### src/rtl/pintar_pkg.sv
// rtl/pintar_pkg.sv - colour codes, screen/road geometry and pixel widths for the sprite painter
package pintar_pkg;

   typedef enum logic [2:0] {
      C_FONDO = 3'd0,
      C_OBST  = 3'd1,
      C_BORDE = 3'd3,
      C_JUG   = 3'd7
   } color_e;

   localparam int PX_W       = 11;
   localparam int POSX_W     = 10;
   localparam int POSY_W     = 9;

   localparam int DEF_SPR_W  = 85;
   localparam int DEF_SPR_H  = 90;
   localparam int DEF_SCR_W  = 640;
   localparam int DEF_SCR_H  = 480;
   localparam int DEF_ROAD_L = 215;
   localparam int DEF_ROAD_R = 425;
   localparam int DEF_Y_JUG  = 340;

endpackage

### src/rtl/sprite_hit.sv
// rtl/sprite_hit.sv - combinational rectangle hit test with vertical wrap below the screen bottom
module sprite_hit
   import pintar_pkg::*;
#(
   parameter int W      = DEF_SPR_W,
   parameter int H      = DEF_SPR_H,
   parameter int WRAP_H = DEF_SCR_H
) (
   input  logic [PX_W-1:0] i_px,
   input  logic [PX_W-1:0] i_py,
   input  logic [PX_W-1:0] i_x,
   input  logic [PX_W-1:0] i_y,
   output logic            o_hit
);

   logic [PX_W-1:0] w_x_end;
   logic [PX_W-1:0] w_y_end;
   logic            w_in_x;
   logic            w_in_y;
   logic            w_in_wrap;

   assign w_x_end = i_x + PX_W'(W);
   assign w_y_end = i_y + PX_W'(H);

   assign w_in_x = (i_px >= i_x) && (i_px < w_x_end);
   assign w_in_y = (i_py >= i_y) && (i_py < w_y_end);

   // The part of the sprite hanging below the last row reappears at the top.
   assign w_in_wrap = (w_y_end > PX_W'(WRAP_H)) && (i_py < (w_y_end - PX_W'(WRAP_H)));

   assign o_hit = w_in_x && (w_in_y || w_in_wrap);

endmodule

### src/rtl/pintar_sprites.sv
// rtl/pintar_sprites.sv - frame-synchronous sprite painter with 2-stage colour pipe and per-frame collisions
module pintar_sprites
   import pintar_pkg::*;
#(
   parameter int N_OBST  = 3,
   parameter int COLOR_W = 3,
   parameter int SPR_W   = DEF_SPR_W,
   parameter int SPR_H   = DEF_SPR_H,
   parameter int SCR_W   = DEF_SCR_W,
   parameter int SCR_H   = DEF_SCR_H,
   parameter int ROAD_L  = DEF_ROAD_L,
   parameter int ROAD_R  = DEF_ROAD_R,
   parameter int Y_JUG   = DEF_Y_JUG
) (
   input  logic                       clk,
   input  logic                       reset,
   input  logic [10:0]                pixelX,
   input  logic [9:0]                 pixelY,
   input  logic                       iVideoOn,
   input  logic                       iFinCuadro,
   input  logic                       iPintarCarros,
   input  logic                       iPintarJugador,
   input  logic [N_OBST*POSX_W-1:0]   iPosicionX,
   input  logic [N_OBST*POSY_W-1:0]   iPosicionY,
   input  logic [POSX_W-1:0]          iPosicionJugador,
   output logic [COLOR_W-1:0]         oColorRGB,
   output logic                       oColision,
   output logic                       oColisionBorde,
   output logic [N_OBST-1:0]          oColisionId
);

   logic [N_OBST*POSX_W-1:0] r_pos_x;
   logic [N_OBST*POSY_W-1:0] r_pos_y;
   logic [POSX_W-1:0]        r_pos_jug;
   logic                     r_en_carros;
   logic                     r_en_jug;

   logic [N_OBST+1:0]        r_s1_hits;
   logic                     r_s1_von;
   logic [COLOR_W-1:0]       r_color;

   logic [N_OBST-1:0]        r_acc_obs;
   logic                     r_acc_bor;
   logic [N_OBST-1:0]        r_col_id;
   logic                     r_col_bor;
   logic                     r_colision;

   logic [PX_W-1:0]          w_px;
   logic [PX_W-1:0]          w_py;
   logic [N_OBST-1:0]        w_hit_obs;
   logic                     w_hit_jug;
   logic                     w_hit_bor;

   logic                     w_s2_jug;
   logic [N_OBST-1:0]        w_s2_obs;
   logic                     w_s2_bor;
   logic [N_OBST-1:0]        w_col_obs;
   logic                     w_col_bor;
   logic [N_OBST-1:0]        w_pub_obs;
   logic [COLOR_W-1:0]       w_color;

   assign w_px = pixelX;
   assign w_py = {1'b0, pixelY};

   // Hit tests look only at the shadow copies so a frame is painted from one consistent snapshot.
   for (genvar g = 0; g < N_OBST; g++) begin : g_obs
      sprite_hit #(.W(SPR_W), .H(SPR_H), .WRAP_H(SCR_H)) u_hit (
         .i_px  (w_px),
         .i_py  (w_py),
         .i_x   ({1'b0, r_pos_x[POSX_W*g +: POSX_W]}),
         .i_y   ({2'b00, r_pos_y[POSY_W*g +: POSY_W]}),
         .o_hit (w_hit_obs[g])
      );
   end

   sprite_hit #(.W(SPR_W), .H(SPR_H), .WRAP_H(SCR_H)) u_hit_jug (
      .i_px  (w_px),
      .i_py  (w_py),
      .i_x   ({1'b0, r_pos_jug}),
      .i_y   (PX_W'(Y_JUG)),
      .o_hit (w_hit_jug)
   );

   assign w_hit_bor = ((w_px < PX_W'(ROAD_L)) || ((w_px >= PX_W'(ROAD_R)) && (w_px < PX_W'(SCR_W))))
                      && (w_py < PX_W'(SCR_H));

   assign w_s2_jug = r_s1_hits[N_OBST+1] & r_en_jug & r_s1_von;
   assign w_s2_obs = r_s1_hits[N_OBST:1] & {N_OBST{r_en_carros & r_s1_von}};
   assign w_s2_bor = r_s1_hits[0] & r_en_carros & r_s1_von;

   assign w_col_obs = w_s2_obs & {N_OBST{w_s2_jug}};
   assign w_col_bor = w_s2_bor & w_s2_jug;
   assign w_pub_obs = r_acc_obs | w_col_obs;

   always_comb begin
      w_color = COLOR_W'(C_FONDO);
      if (w_s2_jug) begin
         w_color = COLOR_W'(C_JUG);
      end else if (|w_s2_obs) begin
         w_color = COLOR_W'(C_OBST);
      end else if (w_s2_bor) begin
         w_color = COLOR_W'(C_BORDE);
      end
   end

   always_ff @(posedge clk) begin
      if (reset) begin
         r_pos_x     <= '0;
         r_pos_y     <= '0;
         r_pos_jug   <= '0;
         r_en_carros <= 1'b0;
         r_en_jug    <= 1'b0;
         r_s1_hits   <= '0;
         r_s1_von    <= 1'b0;
         r_color     <= COLOR_W'(C_FONDO);
         r_acc_obs   <= '0;
         r_acc_bor   <= 1'b0;
         r_col_id    <= '0;
         r_col_bor   <= 1'b0;
         r_colision  <= 1'b0;
      end else begin
         r_s1_hits <= {w_hit_jug, w_hit_obs, w_hit_bor};
         r_s1_von  <= iVideoOn;
         r_color   <= w_color;
         if (iFinCuadro) begin
            r_pos_x     <= iPosicionX;
            r_pos_y     <= iPosicionY;
            r_pos_jug   <= iPosicionJugador;
            r_en_carros <= iPintarCarros;
            r_en_jug    <= iPintarJugador;
            // The pixel leaving stage 2 on this edge still belongs to the frame being closed.
            r_col_id    <= w_pub_obs;
            r_col_bor   <= r_acc_bor | w_col_bor;
            r_colision  <= |w_pub_obs;
            r_acc_obs   <= '0;
            r_acc_bor   <= 1'b0;
         end else begin
            r_acc_obs <= w_pub_obs;
            r_acc_bor <= r_acc_bor | w_col_bor;
         end
      end
   end

   assign oColorRGB      = r_color;
   assign oColision      = r_colision;
   assign oColisionBorde = r_col_bor;
   assign oColisionId    = r_col_id;

endmodule

### config.mk
export PLATFORM = sky130hd
export DESIGN_NAME = pintar_sprites
export DESIGN_NICKNAME = d
export VERILOG_FILES = /design/src/rtl/pintar_pkg.sv /design/src/rtl/sprite_hit.sv /design/src/rtl/pintar_sprites.sv
export SDC_FILE = /design/constraint.sdc
export NUM_CORES = 1
export LEC_CHECK = 0
export CAP_MARGIN = 10
export CORE_MARGIN = 8
export CORE_UTILIZATION = 55
export CTS_BUF_LIST = sky130_fd_sc_hd__clkbuf_4 sky130_fd_sc_hd__clkbuf_8 sky130_fd_sc_hd__clkbuf_16
export DETAILED_ROUTE_END_ITERATION = 12
export HOLD_SLACK_MARGIN = 0.15
export PLACE_DENSITY = 0.8
export SLEW_MARGIN = 40
export SYNTH_ARGS = -nofsm -noshare
export SYNTH_HDL_FRONTEND = slang
export SYNTH_HIERARCHICAL = 1
export SYNTH_SLANG_ARGS = --single-unit
### constraint.sdc
create_clock -name clk -period 4.1 [get_ports clk]
set_input_delay 0.615 -clock clk [delete_from_list [all_inputs] [get_ports clk]]
set_output_delay 0.615 -clock clk [all_outputs]
set_load 0.05 [all_outputs]
==> out/summary.txt, run 1 <==
Pwr Density = 253 mW/mm²
Yosys reg bits = 87
Layout fillers = 1497
CP Capture Type = register
Slew Limit Fails = 0
Vias in the first global route = 8394
Share of cells above drive strength 1 = 3.90%
Final Cell Area = 0.0113 mm²
Via Count = 8411
Clock buffer depth = 2
Total gr overflow = 0
Ant diodes = 0
Hold_buf cts = 0
Max_slew headroom = 53.6%
PortBufs = 101
GRT Total Usage = 21.3%
Antenna violations before repair = 0
DR iter-0 viols = 334
Number of flops mapped to enable cells by yosys = 0
Most frequent cells in the layout = ha_1 (208), nor2_1 (121), inv_1 (116), clkdlybuf4s50_1 (99), conb_1 (88)
RD Place Congestion = 0.871
Htree depth = 3
Worst slew pin tran = 0.694 ns
Via density = 5.48
# rows = 48
CP Data Arrival Time = 3.94 ns
RR Endpoint = r_s1_hits[1]$_SDFF_PP0_
Max FO, Critical Path = 8
Setup tns final = 0 ns
Area of the die = 0.0218 mm²
Post-CTS resize count = 0
Worst EP required = 4.40 ns
Status = complete, no violations
Core footprint = 0.0171 mm²
Boundary Pins = 102
Worst skew pair latency = 0.36 ns
Die X = 148 µm
Most common cell on crit path = ha_1
CTS tree = done
Skew final = 0.00837 ns
Yosys warnings = 6
Gate count of the mapped netlist = 1122
Core Util, Final = 66.3%
Cell Area, Synth = 0.00952 mm²
Async SR Flop Fraction = 0%
Seq/Total Area, Yosys = 18.3%
Syn avg cell area = 8.49 µm²
Worst R2R Start = r_pos_y[1]$_SDFFE_PP0P_
Distinct cell type count after synthesis = 70
Global-route wire length before repair = 38900 µm
Period minus WS final = 3.65 ns
Synth Flop Type = dfxtp_1
Most common cell after layout, fill and taps aside = ha_1
Worst Setup EP = r_s1_hits[1]$_SDFF_PP0_
Post-route insts no fill = 1534
# setup viols final = 0
Routed wire length = 22900 µm
Max-Cap Viols = 0
Post-route ant nets = 0
Worst-path clk slew = 0.07 ns
Post-Place Cells = 1518
Dpl ws = 0.504 ns
Largest net degree at the start of global routing = 44
Pwr Total = 2.87 mW
Initial core utilization = 55.6%
Setup Buffers After CTS = 0
Placed Area = 0.0110 mm²
Clk sinks = 87
Leakage power = 5.14 nW
P&R area growth vs syn = 19.2%
TritonCTS Buffers = 9
Register-to-register setup slack = 0.45 ns
Max Fclk = 274 MHz
Worst R2R Path Depth = 15
Die Span Y = 148 µm
Clock Tree Root = clkbuf_16
Residual DRC = 0
Crit path launch = r_pos_y[1]$_SDFFE_PP0P_
Worst min-delay path category = reg2reg
Crit-path cells = ha_1, nor3_2, xnor2_1, ha_1, nand2_1, or4_1, o211a_2, xor2_1, ha_1, o22ai_1, nor2_1, a221oi_1, a32oi_1, a311oi_1, nor2b_1
VDD IR max = 0.000221 V
Critical path class = reg2reg
Final worst slack = 0.451 ns
Worst setup SP type = register
Crit share post-route = 89.0%
Dpl hpwl = 18400 µm
Hold Fails Final Rpt = 0
RSZ-0062 raised after global routing = no
CP peak stage delay = 0.41 ns
Final hold slack = 0.483 ns
Nets = 1606
First drt pass iteration count = 5
Wire length per cell = 15.0 µm
CP max-delay cell = or4_1
==> sequential cells by signal, summed over array words and instances (netlist names) <==
register,count
r_pos_x,30
r_pos_y,27
r_pos_jug,10
r_s1_hits,5
oColisionId,3
oColorRGB,3
r_acc_obs,3
oColision,1
oColisionBorde,1
r_acc_bor,1
r_en_carros,1
r_en_jug,1
r_s1_von,1
==> worst min path at each step <==
stage	to	cells after the start	from
after floorplan	r_pos_y[23]$_SDFFE_PP0P_	2	r_pos_y[23]$_SDFFE_PP0P_
after global placement	oColisionId[0]$_SDFFE_PP0P_	2	oColisionId[0]$_SDFFE_PP0P_
after detailed placement	oColisionId[1]$_SDFFE_PP0P_	2	oColisionId[1]$_SDFFE_PP0P_
after CTS	oColisionId[1]$_SDFFE_PP0P_	2	oColisionId[1]$_SDFFE_PP0P_
after global routing	oColisionId[1]$_SDFFE_PP0P_	2	oColisionId[1]$_SDFFE_PP0P_
final	oColision$_SDFFE_PP0P_	2	oColision$_SDFFE_PP0P_
==> logic make-up after synthesis <==
kind of cell    count (synthesis)  share of synthesized area [%]
simple gates                  280                           14.0
fa+ha+maj                     208                           27.3
buf+inv                       141                           6.22
xor+xnor                       87                           8.44
compound gates                243                           17.9
mux                            74                           7.78
flops                          87                           18.3
other cells                     2                         0.0789
==> report_power, final <==
part           internal, mW  switching, mW  total [mW]
registers             0.892         0.0625       0.955
logic                 0.492          0.542        1.03
clock network         0.491          0.393       0.884
==> layer usage <==
metal  track usage [%]  vias up  wire length [µm]  share of wire, %
met5                 0        -                 0                 0
met4              6.99        0               384               1.7
met3              3.09       30               838               3.7
met2              36.7      175             10900                47
met1              26.8     3885             10900                47
li1                  -     4321                 -                 -
==> area by class of cell <==
type / instances / area [µm²] / share of cell area (%)
Multi-Input combinational cell: 980 / 7510 / 66.2
Clock inverter: 6 / 75.1 / 0.662
Sequential cell: 87 / 1740 / 15.4
Timing Repair Buffer: 106 / 1050 / 9.29
Inverter: 120 / 450 / 3.97
Tap cell: 225 / 282 / 2.48
Clock buffer: 10 / 233 / 2.05
==> synth_stat cells, drive strengths merged (22+ instances only) <==
| master | count | share of area [%] |
|---|---|---|
| a21oi | 60 | 3.2 |
| dfxtp | 87 | 18 |
| ha | 208 | 27 |
| inv | 120 | 4.7 |
| mux2i | 74 | 7.8 |
| nand2 | 48 | 1.9 |
| nand4 | 22 | 1.4 |
| nor2 | 124 | 5.1 |
| nor3 | 31 | 1.8 |
| o21a | 25 | 2.0 |
| o21ai | 40 | 2.1 |
| xnor2 | 75 | 7.3 |
==> worst max-delay path: cells and delay by family, from the launching register on <==
kind,cells,cell delay [ns]
adders and majority gates,3,0.84
xor gates and xnor gates,2,0.39
AOI/OAI and AO/OA,5,1.00
DFF,1,0.39
and+or+nand+nor,5,0.97
No activity file was read; power rests on OpenSTA's default activity.
==> run 2, diff against run 1 <==
--- a/config.mk
+++ b/config.mk
@@ -9,6 +9,7 @@
 export CORE_MARGIN = 8
 export CORE_UTILIZATION = 55
 export CTS_BUF_LIST = sky130_fd_sc_hd__clkbuf_4 sky130_fd_sc_hd__clkbuf_8 sky130_fd_sc_hd__clkbuf_16
+export CTS_CLUSTER_SIZE = 12
 export DETAILED_ROUTE_END_ITERATION = 12
 export HOLD_SLACK_MARGIN = 0.15
 export PLACE_DENSITY = 0.8
==> results of run 2 <==
Same layout as run 1: the final DEF is identical, and so are final timing and power.
